--- src/rtl/alu_muldiv_sequencer.sv ---
// Iterative 32x32 unsigned MULTU/DIVU sequencer driving an external ALU_32.
// Optional MULDIV_EARLY_EXIT_EN: multiply finishes once remaining multiplier bits are zero.
`timescale 1ns/1ps
module alu_muldiv_sequencer #(
   parameter int WIDTH = 32,
   parameter int CNT_W = 6
) (
   input  logic             clk,
   input  logic             rst_n,
   input  logic             start,
   input  logic             op_div,
   input  logic [WIDTH-1:0] src_a,
   input  logic [WIDTH-1:0] src_b,
   output logic             busy,
   output logic             done,
   output logic             div_by_zero,
   output logic [WIDTH-1:0] hi,
   output logic [WIDTH-1:0] lo,
   output logic [WIDTH-1:0] alu_a,
   output logic [WIDTH-1:0] alu_b,
   output logic [3:0]       alu_op,
   input  logic [WIDTH-1:0] alu_result,
   input  logic             alu_cout
);

   typedef enum logic [1:0] {S_IDLE, S_RUN, S_DONE} state_t;

   state_t           r_state;
   logic [WIDTH-1:0] r_hi;
   logic [WIDTH-1:0] r_lo;
   logic [WIDTH-1:0] r_opnd;
   logic [CNT_W-1:0] r_cnt;
   logic             r_div;
   logic             r_busy;
   logic             r_done;
   logic             r_dbz;
`ifdef MULDIV_EARLY_EXIT_EN
   logic [WIDTH-1:0]   r_shadow;
   logic [2*WIDTH-1:0] w_shr;
   logic               w_exit;
`endif

   logic             w_run;
   logic             w_last;
   logic [WIDTH-1:0] w_r;
   logic [WIDTH-1:0] w_nhi;
   logic [WIDTH-1:0] w_nlo;

   assign w_run  = (r_state == S_RUN);
   assign w_last = (r_cnt == CNT_W'(WIDTH-1));
   assign w_r    = {r_hi[WIDTH-2:0], r_lo[WIDTH-1]};

   assign alu_a  = w_run ? (r_div ? w_r : r_hi) : '0;
   assign alu_b  = w_run ? r_opnd : '0;
   assign alu_op = w_run ? (r_div ? 4'b0110 : 4'b0010) : 4'b0000;

   assign busy        = r_busy;
   assign done        = r_done;
   assign div_by_zero = r_dbz;
   assign hi          = r_hi;
   assign lo          = r_lo;

   // Carry out of the add is the 65th product bit, shifted into hi[MSB].
   always_comb begin
      w_nhi = r_hi;
      w_nlo = r_lo;
      if (r_div) begin
         if (r_hi[WIDTH-1] | alu_cout) begin
            w_nhi = alu_result;
            w_nlo = {r_lo[WIDTH-2:0], 1'b1};
         end else begin
            w_nhi = w_r;
            w_nlo = {r_lo[WIDTH-2:0], 1'b0};
         end
      end else if (r_lo[0]) begin
         {w_nhi, w_nlo} = {alu_cout, alu_result, r_lo[WIDTH-1:1]};
      end else begin
         {w_nhi, w_nlo} = {1'b0, r_hi, r_lo[WIDTH-1:1]};
      end
   end

`ifdef MULDIV_EARLY_EXIT_EN
   assign w_shr  = {r_hi, r_lo} >> (CNT_W'(WIDTH) - r_cnt);
   assign w_exit = ~r_div & (r_shadow == '0);
`endif

   always_ff @(posedge clk or negedge rst_n) begin
      if (!rst_n) begin
         r_state  <= S_IDLE;
         r_hi     <= '0;
         r_lo     <= '0;
         r_opnd   <= '0;
         r_cnt    <= '0;
         r_div    <= 1'b0;
         r_busy   <= 1'b0;
         r_done   <= 1'b0;
         r_dbz    <= 1'b0;
`ifdef MULDIV_EARLY_EXIT_EN
         r_shadow <= '0;
`endif
      end else begin
         unique case (r_state)
            S_IDLE: begin
               if (start) begin
                  if (op_div && (src_b == '0)) begin
                     r_hi    <= src_a;
                     r_lo    <= '1;
                     r_dbz   <= 1'b1;
                     r_done  <= 1'b1;
                     r_state <= S_DONE;
                  end else begin
                     r_hi     <= '0;
                     r_lo     <= op_div ? src_a : src_b;
                     r_opnd   <= op_div ? src_b : src_a;
                     r_cnt    <= '0;
                     r_div    <= op_div;
                     r_dbz    <= 1'b0;
                     r_busy   <= 1'b1;
                     r_state  <= S_RUN;
`ifdef MULDIV_EARLY_EXIT_EN
                     r_shadow <= src_b;
`endif
                  end
               end
            end
            S_RUN: begin
`ifdef MULDIV_EARLY_EXIT_EN
               if (w_exit) begin
                  {r_hi, r_lo} <= w_shr;
                  r_busy       <= 1'b0;
                  r_done       <= 1'b1;
                  r_state      <= S_DONE;
               end else begin
                  r_hi     <= w_nhi;
                  r_lo     <= w_nlo;
                  r_cnt    <= r_cnt + CNT_W'(1);
                  r_shadow <= r_shadow >> 1;
                  if (w_last) begin
                     r_busy  <= 1'b0;
                     r_done  <= 1'b1;
                     r_state <= S_DONE;
                  end
               end
`else
               r_hi  <= w_nhi;
               r_lo  <= w_nlo;
               r_cnt <= r_cnt + CNT_W'(1);
               if (w_last) begin
                  r_busy  <= 1'b0;
                  r_done  <= 1'b1;
                  r_state <= S_DONE;
               end
`endif
            end
            S_DONE: begin
               r_done  <= 1'b0;
               r_state <= S_IDLE;
            end
            default: r_state <= S_IDLE;
         endcase
      end
   end

endmodule

--- config.mk ---
export PLATFORM = sky130hd
export DESIGN_NAME = alu_muldiv_sequencer
export DESIGN_NICKNAME = d
export VERILOG_FILES = /design/src/rtl/alu_muldiv_sequencer.sv
export SDC_FILE = /design/constraint.sdc
export NUM_CORES = 1
export LEC_CHECK = 0
export BUFFER_PORTS_ARGS = -buffer_cell sky130_fd_sc_hd__buf_2
export CAP_MARGIN = 20
export CORE_MARGIN = 5
export CORE_UTILIZATION = 40
export DETAILED_ROUTE_END_ITERATION = 7
export PLACE_DENSITY = 0.71
export SYNTH_ARGS = -nofsm -noshare
export SYNTH_HDL_FRONTEND = slang
export SYNTH_SLANG_ARGS = --single-unit
--- constraint.sdc ---
create_clock -name clk -period 3.1 [get_ports clk]
set_input_delay 0.31 -clock clk [delete_from_list [all_inputs] [get_ports clk]]
set_output_delay 0.31 -clock clk [all_outputs]
set_load 0.02 [all_outputs]
---- Word-level counts from Yosys, hierarchy flattened ----
Cells that the tools add are included.
storage, ports and cells
  register bits ........................... 108
  input bits .............................. 101
  output and inout port bits .............. 135
  word-level logic and storage cells ...... 66
operators by class
  $add $sub $neg .......................... 1
  equality and inequality tests ........... 7
  muxes and demuxes ....................... 35
  bitwise operators ....................... 2
  reductions and logical operators ........ 12
operator list
  operator                                                                  count
  32-bit 2-to-1 mux                                                         14
  32-bit one-hot mux with 2 select lines                                    2
  32-bit zero test                                                          1
  6-bit 2-to-1 mux                                                          2
  6-bit one-hot mux with 2 select lines                                     1
  1-bit 2-to-1 mux                                                          8
  4-bit AND reduction                                                       2
  6-bit by 1-bit adder with 6-bit output (second input constant)            1
  6-bit by 5-bit equality test with 1-bit output (second input constant)    1
  2-bit 2-to-1 mux                                                          3
  3-bit 2-to-1 mux                                                          2
  2-bit inequality test (second input constant)                             3
  2-bit AND reduction                                                       3
  3-bit AND reduction                                                       2
  2-bit one-hot mux with 2 select lines                                     1
  1-bit one-hot mux with 3 select lines                                     1
  3-bit nonzero test                                                        1
  2-bit by 1-bit equality test with 1-bit output (second input constant)    1
  2-bit equality test (second input constant)                               1
  2-bit zero test                                                           1
  2-bit by 1-bit inequality test with 1-bit output (second input constant)  1
  1-bit one-hot mux with 2 select lines                                     1
  2-bit nonzero test                                                        1
  1-bit logical AND                                                         1
  2 further kinds                                                           2

---- Depth between registers and ports, before layout ----
Gate-level depths: netlist (run 1).
  depth after elaboration ................. 5
  gate-level depth with buffers ........... 8
  mapped depth without buffers ............ 7

---- Worst setup path after synthesis (run 1) ----
No wires, ideal clock.
  path kind ............................... register to output
  from .................................... register r_state[1]
  to ...................................... output port alu_a[10]
  arrival ................................. 1.720 ns
  data required time ...................... 2.790 ns
  path slack .............................. 1.070 ns
  stages on the path, launching flop included .. 7
  path buffers ............................ 3
  cells stage by stage .................... dfrtp_1 > inv_1 > ha_1 > clkbuf_1 > clkbuf_1 > clkbuf_1 > nor2b_1
on the way
  word-level cells in the longest chain between the ends .. 2
ends and longest elaborated chain
  item                                            RTL line  source
  start, declared                                 28        state_t r_state;
  start signal, assigned                          89        r_state <= S_IDLE;
  start signal, assigned                          110       r_state <= S_DONE;
  start signal, assigned                          119       r_state <= S_RUN;
  2-bit by 1-bit equality test with 1-bit output  49        assign w_run = (r_state == S_RUN);
  net w_run                                       43        logic w_run;
  32-bit 2-to-1 mux                               53        assign alu_a = w_run ? (r_div ? w_r : r_hi) : '0;
  end, declared                                   19        output logic [WIDTH-1:0] alu_a,
The timed path passes the listed nets, and every way through them passes these cells.

---- Worst setup path in the final report (run 1) ----
  from .................................... register r_state[1]
  to ...................................... output port alu_b[20]
on the way
  word-level cells in the longest chain between the ends .. 2
ends and longest elaborated chain
  item                                            RTL line  source
  2-bit by 1-bit equality test with 1-bit output  49
  32-bit 2-to-1 mux                               54        assign alu_b = w_run ? r_opnd : '0;
  end, declared                                   20        output logic [WIDTH-1:0] alu_b,
Every way passes these cells.

==> results.yml, run 1 <==
run_status:
  status: "completed"
finish:
  fin_cells: 1269
  finish.utilization: 0.494
  antennaDiodeCount: 0
  area_growth_pct: 22.3
  fin_nets: 1135
  layout-drive-gt1-share: 0.277
floorplanning:
  io_pins: 236
  core-area_sq_um: 18600
  die_y_um: 147
  die_width_um: 147
  start_util: 0.404
  rows: 50
  dieArea_sq_um: 21600
drt:
  via_per_inst: 5.65
  drc: 0
  antenna_left: 0
  wl_per_cell_um: 18.9
  drt_iter0_drc: 428
  wirelength_um: 24000
  num_vias: 7170
  firstDrtPassIters: 4
sta:
  finalSetupTns_ns: 0
  hold_violations: 0
  fin_crit_ns: 2.73
  worst_pin_slew_ns: 1.01
  finalCritPeriodShare: 0.882
  rsz0062_at_grt: "false"
  setup_viol: 0
  fmax_ghz: 0.366
  maxSlewHeadroom: 0.330
  slew_violations: 0
  finClkSkew_ns: 0.0110
synthesis:
  synth_edf_count: 0
  ys_ff_latch: 108
  synth_cells: 840
  ys_seq_area_frac: 0.360
  yosys_warnings: 0
  syn_area_sq_um: 7500
  async_flop_share: 1.00
  syn_avg_cell_area_sq_um: 8.93
  ys.flop_type: "dfrtp_1"
  synth.distinct_cells: 42
clock_tree:
  cts_tree: "yes"
  h-tree-depth: 3
  clkTransAtPathRegs_ns: 0.08
  cts_resized: 0
  post_cts_buffers: 0
  hold_buffers: 0
  clock_latency_ns: 0.36
  numClockSinks: 108
  numCtsBuffers: 9
  cts_root_buf: "clkbuf_16"
  cts_buffer_depth: 2
pwr:
  peakVddDrop_uv: 578
  intPower_mw: 4.77
  swShare: 0.494
  switching_power_mw: 4.65
  power_density_nw_per_um2: 1030
  pwr-share-clk: 0.128
  p_comb_frac: 0.558
  power.leakage_nw: 4.34
  sequentialPowerShare: 0.314
  fin_total_pwr_mw: 9.43
worst_setup_path:
  ff2ff_setup_slack_ns: 0.58
  crit_path_start_kind: "flip-flop"
  reg2regPathDepth: 8
  worstReg2RegStart: "r_state[0]"
  worstPathCellList: "inv_1 -> ha_4 -> buf_4 -> and2_1 -> buf_2"
  critPathKind: "flip-flop to output port"
  crit_path_end: "alu_b[20]"
  critPathMaxFanout: 82
  timing.rr.end: "lo[4]"
  worstSetupStartpoint: "r_state[1]"
  critPathArrivalTime_ns: 2.42
  slowest_delay_ns: 0.68
  worstSetupEndpointType: "output port"
  crit_required_ns: 2.79
  slowest_stage: "buf_4"
min_path:
  hp-class: "input port to asynchronous set/reset pin"
global_routing:
  grt_pass1_vias: 7016
  grt.overflow.total: 0
  antenna_found_initial: 0
  grt.total_usage: 0.217
  grt_max_degree: 83
  grt_pass1_wl_um: 38600
placement:
  io_buffer_count: 233
  place_inst: 1252
  place_congestion: 0.823
  dp.final_hpwl_um: 17100
run:
  drv_cap: 0
==> cell usage after synthesis (2+ instances only) <==
library cell / number / share of area
a211oi_1: 31 / 0.031
a21o_1: 4 / 0.0040
a21oi_1: 97 / 0.065
a22oi_1: 31 / 0.031
and2_1: 33 / 0.028
and3_1: 2 / 0.0017
buf_1: 8 / 0.0040
buf_2: 13 / 0.0087
buf_4: 7 / 0.0070
buf_6: 4 / 0.0060
clkbuf_1: 46 / 0.023
dfrtp_1: 108 / 0.36
ha_1: 4 / 0.0067
inv_1: 5 / 0.0025
mux2_2: 4 / 0.0060
mux2i_1: 159 / 0.21
nand2_1: 39 / 0.020
nand3_1: 35 / 0.023
nand3b_1: 4 / 0.0040
nand4b_1: 3 / 0.0035
nor2_1: 40 / 0.020
nor2b_1: 66 / 0.055
nor3_1: 2 / 0.0013
nor4_1: 6 / 0.0050
o211ai_1: 2 / 0.0020
o21ai_0: 36 / 0.024
o21ai_1: 35 / 0.023
o31ai_1: 2 / 0.0020
==> critical path, delay by kind of cell (launching register included) <==
kind	cells	cell delay [ns]
simple gates	1	0.28
flops	1	0.41
buf+inv	3	0.99
fa+ha+maj	1	0.34
==> cell usage in the layout, fill, tap and decap left out, types with 2 or more instances in the layout <==
cell        synthesis  final
o21ai_0            36     36
nor2_1             40     38
nand3_1            35     35
o31ai_1             2      2
a22oi_1            31     31
ha_1                4      3
mux2i_1           159    159
nand4b_1            3      3
clkinvlp_4          0      2
a21oi_1            97     97
mux2_2              4      4
nor2_4              0      2
a211oi_1           31     31
conb_1              1      2
buf_4               7     20
and2_1             33     33
inv_6               0      2
buf_12              0      4
buf_2              13    231
nand3b_1            4      4
and3_1              2      2
o211ai_1            2      2
inv_1               5      5
nor4_1              6      6
nor3_2              1      2
nor2b_1            66     66
dfrtp_1           108    106
nand2_1            39     39
a21o_1              4      4
clkbuf_16           0      9
o21ai_1            35     35
==> stage by stage <==
| stage | worst slack (ns) | instance area, sq um | hold WS [ns] |
|---|---|---|---|
| 2_1_floorplan | 1.07 | 7510 | 0.0144 |
| 3_3_place_gp | 0.638 | 8870 | 0.461 |
| 3_5_place_dp | 0.561 | 8870 | 0.468 |
| 4_1_cts | 0.366 | 9170 | 0.0864 |
| 5_1_grt | 0.214 | 9180 | 0.112 |
| 6_report | 0.366 | 9180 | 0.0278 |
==> state kept, by name, indices dropped and copies added, names as in the netlist <==
register     count
div_by_zero      1
r_opnd          32
r_state          2
done             1
lo              32
r_div            1
busy             1
r_cnt            6
hi              32
==> worst min path at each step <==
stage | endpoint | startpoint | depth (start not counted)
3_5_place_dp | r_opnd[1] | rst_n | 1
2_1_floorplan | busy | rst_n | 0
5_1_grt | r_opnd[1] | rst_n | 1
3_3_place_gp | r_opnd[3] | rst_n | 1
6_report | r_opnd[2] | rst_n | 1
4_1_cts | r_opnd[1] | rst_n | 1
==> layout make-up <==
cell class	instances	area [sq um]
fill	1773	9400
timing repair buffer	256	1400
clock buffer	10	229
tap	234	293
sequential	108	2710
inverter	5	18.8
clock inverter	6	71.3
multi-input combinational	650	4460
==> power groups by stage <==
| stage | Clock [mW] | Sequential (mW) | Combinational (mW) |
|---|---|---|---|
| 3_5_place_dp | 0 | 2.97 | 5.27 |
| 6_report | 1.21 | 2.96 | 5.26 |
| 2_1_floorplan | 0 | 3.00 | 3.55 |
| 3_3_place_gp | 0 | 2.95 | 5.16 |
| 4_1_cts | 1.23 | 2.95 | 5.29 |
| 5_1_grt | 1.28 | 3.08 | 5.81 |
==> layer usage <==
metal | global-route usage | share of wire | up-vias | wire length [um]
li1 | - | - | 3416 | -
met1 | 0.308 | 0.45 | 3432 | 10800
met2 | 0.337 | 0.46 | 283 | 11000
met3 | 0.0401 | 0.068 | 39 | 1630
met4 | 0.0699 | 0.023 | 0 | 556
met5 | 0 | 0 | - | 0
==> cells by family (layout without fill, tap and decap cells) <==
| logic type | count (synthesis) | count (layout) | synth area share |
|---|---|---|---|
| AO/OA/AOI/OAI | 243 | 243 | 0.190 |
| AND/OR/NAND/NOR | 237 | 237 | 0.172 |
| multiplexers | 164 | 164 | 0.220 |
| flip-flops | 108 | 108 | 0.360 |
| buffers and inverters | 83 | 277 | 0.0512 |
| adder cells (fa/ha/maj) | 4 | 4 | 0.00667 |
| other | 1 | 2 | 0.000500 |
Note: power is estimated with default switching activity, not from simulation.
==> run 2: changes to the inputs <==
--- a/config.mk
+++ b/config.mk
@@ -9,6 +9,7 @@
 export CAP_MARGIN = 20
 export CORE_MARGIN = 5
 export CORE_UTILIZATION = 40
+export CTS_BUF_LIST = sky130_fd_sc_hd__clkbuf_4
 export DETAILED_ROUTE_END_ITERATION = 7
 export PLACE_DENSITY = 0.71
 export SYNTH_ARGS = -nofsm -noshare
==> results.yml, run 2 (synthesized netlist as in run 1, its figures left out) <==
run_status:
  status: "completed"
sta:
  fmax_ghz: 0.340
  worst_slack_ns: 0.158
  setup_viol: 0
  finalCritPeriodShare: 0.949
  fin_crit_ns: 2.94
  worst_pin_slew_ns: 1.00
  slew_violations: 0
  rsz0062_at_grt: "false"
  finClkSkew_ns: 0.0174
  maxSlewHeadroom: 0.330
  hold_violations: 0
  finalSetupTns_ns: 0
clock_tree:
  post_cts_buffers: 0
  cts_resized: 0
  clock_latency_ns: 0.52
  numCtsBuffers: 9
  cts_tree: "yes"
  h-tree-depth: 3
  cts_root_buf: "clkbuf_4"
  numClockSinks: 108
  clkTransAtPathRegs_ns: 0.18
  cts_buffer_depth: 2
finish:
  layout-drive-gt1-share: 0.278
  antennaDiodeCount: 0
  fin_nets: 1136
  regArea_sq_um: 2710
  final_area_sq_um: 9040
  area_growth_pct: 20.4
  fin_cells: 1270
  multi_input_area_sq_um: 4460
  layout_commonest_cell: "buf_2"
  final_cell_mix: "buf_2, mux2i_1, dfrtp_1"
  fillers: 1793
placement:
  io_buffer_count: 233
  postPlaceCellArea_sq_um: 8870
  place_inst: 1252
  dp.final_hpwl_um: 17100
  place_congestion: 0.823
  pre_cts_ws_ns: 0.561
worst_setup_path:
  crit_required_ns: 2.79
  slowest_stage: "buf_4"
  critPathMaxFanout: 82
  crit_path_start_kind: "flip-flop"
  critPathKind: "flip-flop to output port"
  critPathArrivalTime_ns: 2.63
  worstSetupEndpointType: "output port"
  worstPathCellList: "inv_1 -> ha_4 -> buf_4 -> and2_1 -> buf_2"
  reg2regPathDepth: 8
  slowest_delay_ns: 0.66
global_routing:
  grt_pass1_vias: 7023
  antenna_found_initial: 0
  grt.total_usage: 0.218
  grt_max_degree: 83
  grt_pass1_wl_um: 38600
  grt.overflow.total: 0
pwr:
  power.leakage_nw: 4.28
  sequentialPowerShare: 0.327
  switching_power_mw: 4.62
  power_density_nw_per_um2: 998
  peakVddDrop_uv: 445
  intPower_mw: 4.39
  swShare: 0.513
  pwr-share-clk: 0.088
  p_comb_frac: 0.585
run:
  drv_cap: 0
floorplanning:
  dieArea_sq_um: 21600
  io_pins: 236
  core-area_sq_um: 18600
  start_util: 0.404
  rows: 50
  die_y_um: 147
  die_width_um: 147
drt:
  via_per_inst: 5.66
  num_vias: 7187
  drt_iter0_drc: 437
  drc: 0
  antenna_left: 0
  wl_per_cell_um: 19.0
  wirelength_um: 24100
  firstDrtPassIters: 5
min_path:
  hp-class: "input port to flip-flop"
  min_path_cells: 3
## run 2: cell count changes in the layout (fill, tap and decap cells not counted), sizes merged
cell,change
dlygate4sd3,+1
## run 2: timing repair
action | CTS | global route
setup endpoints to repair | 0 | 0
endpoints found under the hold margin | 60 | 0
hold buffers | 1 | 0
## run 2: worst paths after layout
path	start	end	slack, ns
setup reg to reg	r_state[0]	lo[4]	0.53
min in group asynchronous	rst_n	r_opnd[2]	0.39
setup / recovery	r_state[1]	alu_b[9]	0.16
hold / removal	src_a[31]	hi[31]	0.08
max in group asynchronous	rst_n	r_opnd[20]	1.96
hold reg to reg	r_opnd[20]	r_opnd[20]	0.50
## run 2: critical path: cells and delay by family, from the launching register on
family	cells	cell delay [ns]
adder cells (fa/ha/maj)	1	0.34
buffers and inverters	3	0.95
flip-flops	1	0.44
AND/OR/NAND/NOR	1	0.27
## run 2: layout make-up
cell class,count,share of cell area
Sequential cell,108,0.300
Multi-Input combinational cell,650,0.494
Clock inverter,6,0.00789
Timing Repair Buffer,257,0.156
Inverter,5,0.00208
Clock buffer,10,0.00831
Tap cell,234,0.0324
## run 2: per-stage QoR
step	power, mW	util	hold WS, ns
floorplan	6.55	-	0.0144
global placement	8.12	0.477	0.461
detailed placement	8.24	0.477	0.468
CTS	9.04	0.486	0.0540
global route	9.75	0.486	0.0542
finish	9.02	0.486	0.0766
## run 2: per-layer routing
metal | track usage | vias up | share of wire
li1 | - | 3423 | -
met1 | 0.306 | 3438 | 0.45
met2 | 0.338 | 286 | 0.46
met3 | 0.0453 | 40 | 0.071
met4 | 0.0685 | 0 | 0.023
met5 | 0 | - | 0
## run 2: power by group through the flow
stage / Sequential (mW) / Combinational, mW / Clock [mW]
6_report: 2.95 / 5.27 / 0.790
5_1_grt: 3.07 / 5.82 / 0.860
3_5_place_dp: 2.97 / 5.27 / 0
4_1_cts: 2.94 / 5.29 / 0.807
2_1_floorplan: 3.00 / 3.55 / 0
3_3_place_gp: 2.95 / 5.16 / 0
==> run 3: changes to the inputs <==
--- a/config.mk
+++ b/config.mk
@@ -7,11 +7,13 @@
 export LEC_CHECK = 0
 export BUFFER_PORTS_ARGS = -buffer_cell sky130_fd_sc_hd__buf_2
 export CAP_MARGIN = 20
+export CELL_PAD_IN_SITES_DETAIL_PLACEMENT = 1
+export CELL_PAD_IN_SITES_GLOBAL_PLACEMENT = 2
 export CORE_MARGIN = 5
-export CORE_UTILIZATION = 40
+export CORE_UTILIZATION = 33
 export CTS_BUF_LIST = sky130_fd_sc_hd__clkbuf_4
 export DETAILED_ROUTE_END_ITERATION = 7
-export PLACE_DENSITY = 0.71
+export PLACE_DENSITY = 0.93
 export SYNTH_ARGS = -nofsm -noshare
 export SYNTH_HDL_FRONTEND = slang
 export SYNTH_SLANG_ARGS = --single-unit
==> results.yml, run 3 (synthesized netlist as in run 1, its figures left out) <==
run_status:
  status: "completed"
global_routing:
  grt_max_degree: 70
  grt_pass1_vias: 7406
  grt_pass1_wl_um: 42300
  grt.total_usage: 0.200
  grt.overflow.total: 0
  antenna_found_initial: 4
floorplanning:
  dieArea_sq_um: 25900
  io_pins: 236
  rows: 55
  core-area_sq_um: 22500
  die_width_um: 161
  start_util: 0.333
  die_y_um: 161
worst_setup_path:
  critPathArrivalTime_ns: 2.39
  critPathKind: "flip-flop to output port"
  crit_required_ns: 2.79
  critPathMaxFanout: 43
  crit_path_start_kind: "flip-flop"
  worstSetupEndpointType: "output port"
drt:
  drt_iter0_drc: 448
  drc: 0
  via_per_inst: 5.45
  wl_per_cell_um: 20.5
  num_vias: 7225
  antenna_left: 0
  firstDrtPassIters: 4
  wirelength_um: 27200
pwr:
  power_density_nw_per_um2: 1000
  peakVddDrop_uv: 329
  power.leakage_nw: 4.31
  fin_total_pwr_mw: 9.18
placement:
  pre_cts_ws_ns: 0.539
  io_buffer_count: 233
  place_congestion: 0.786
  place_inst: 1307
  dp.final_hpwl_um: 20200
  postPlaceCellArea_sq_um: 8970
clock_tree:
  h-tree-depth: 3
  clock_latency_ns: 0.50
  clkTransAtPathRegs_ns: 0.20
  numCtsBuffers: 9
  cts_root_buf: "clkbuf_4"
  hold_buffers: 1
  post_cts_buffers: 0
  cts_tree: "yes"
  cts_buffer_depth: 2
  numClockSinks: 108
  cts_resized: 0
sta:
  worst_slack_ns: 0.400
  finalCritPeriodShare: 0.871
  fmax_ghz: 0.370
  setup_viol: 0
  finClkSkew_ns: 0.0342
  slew_violations: 0
  hold_violations: 0
  finalSetupTns_ns: 0
  rsz0062_at_grt: "false"
  worst_pin_slew_ns: 0.623
  fin_crit_ns: 2.70
  maxSlewHeadroom: 0.585
run:
  drv_cap: 0
finish:
  layout_commonest_cell: "buf_2"
  fin_nets: 1139
  final_cell_mix: "buf_2, mux2i_1, dfrtp_1"
  multi_input_area_sq_um: 4460
  fin_cells: 1326
  fillers: 2706
  layout-drive-gt1-share: 0.280
  regArea_sq_um: 2710
  final_area_sq_um: 9140
  area_growth_pct: 21.8
min_path:
  hp-class: "input port to flip-flop"
-- run 3: changes by cell type in the layout (fill, tap and decap cells not counted), sizes merged --
cell | before | now
diode | 0 | 2
clkinv | 1 | 2
inv | 7 | 8
clkinvlp | 2 | 0
buf | 256 | 259
-- run 3: layout make-up --
cell class | count | share of cell area
multi-input cells | 650 | 0.488
diodes | 2 | 0.000548
flip-flops and latches | 108 | 0.296
clock inverters | 6 | 0.00890
inverters | 5 | 0.00205
clock buffers | 10 | 0.00822
well taps | 285 | 0.0390
repair buffers | 260 | 0.157
-- run 3: per-layer routing --
metal  GRT usage  vias up  routed length (um)
met1       0.275     3599               12600
li1            -     3424                   -
met5           0        -                  34
met2       0.329      176               12900
met4      0.0330        6                 259
met3      0.0454       20                1450
-- run 3: where the power goes --
group / switching (mW) / internal, mW
combinational: 3.40 / 2.10
clock: 0.553 / 0.272
sequential: 0.819 / 2.04
-- run 3: metrics by stage --
stage | util | hold slack, ns
floorplan | - | 0.0144
global placement | 0.398 | 0.232
detailed placement | 0.398 | 0.237
CTS | 0.406 | 0.0647
global route | 0.406 | 0.0505
finish | 0.406 | 0.0950
-- run 3: worst paths after layout --
path / from / end / slack (ns) / cells past startpoint
min in group asynchronous: rst_n / hi[8] / 0.22 / 2
max in group asynchronous: rst_n / lo[0] / 2.00 / 3
worst min register to register: r_opnd[20] / r_opnd[20] / 0.50 / 2
worst max register to register: r_state[1] / lo[29] / 0.85 / 8
worst min-delay path: src_a[29] / r_opnd[29] / 0.1 / 3
worst max-delay path: r_state[1] / alu_b[8] / 0.40 / 5
-- run 3: critical path, cell delays in order, from the launching register on --
cell	delay [ns]
dfrtp_1	0.44
inv_1	0.12
ha_4	0.46
buf_4	0.48
and2_1	0.21
buf_2	0.17
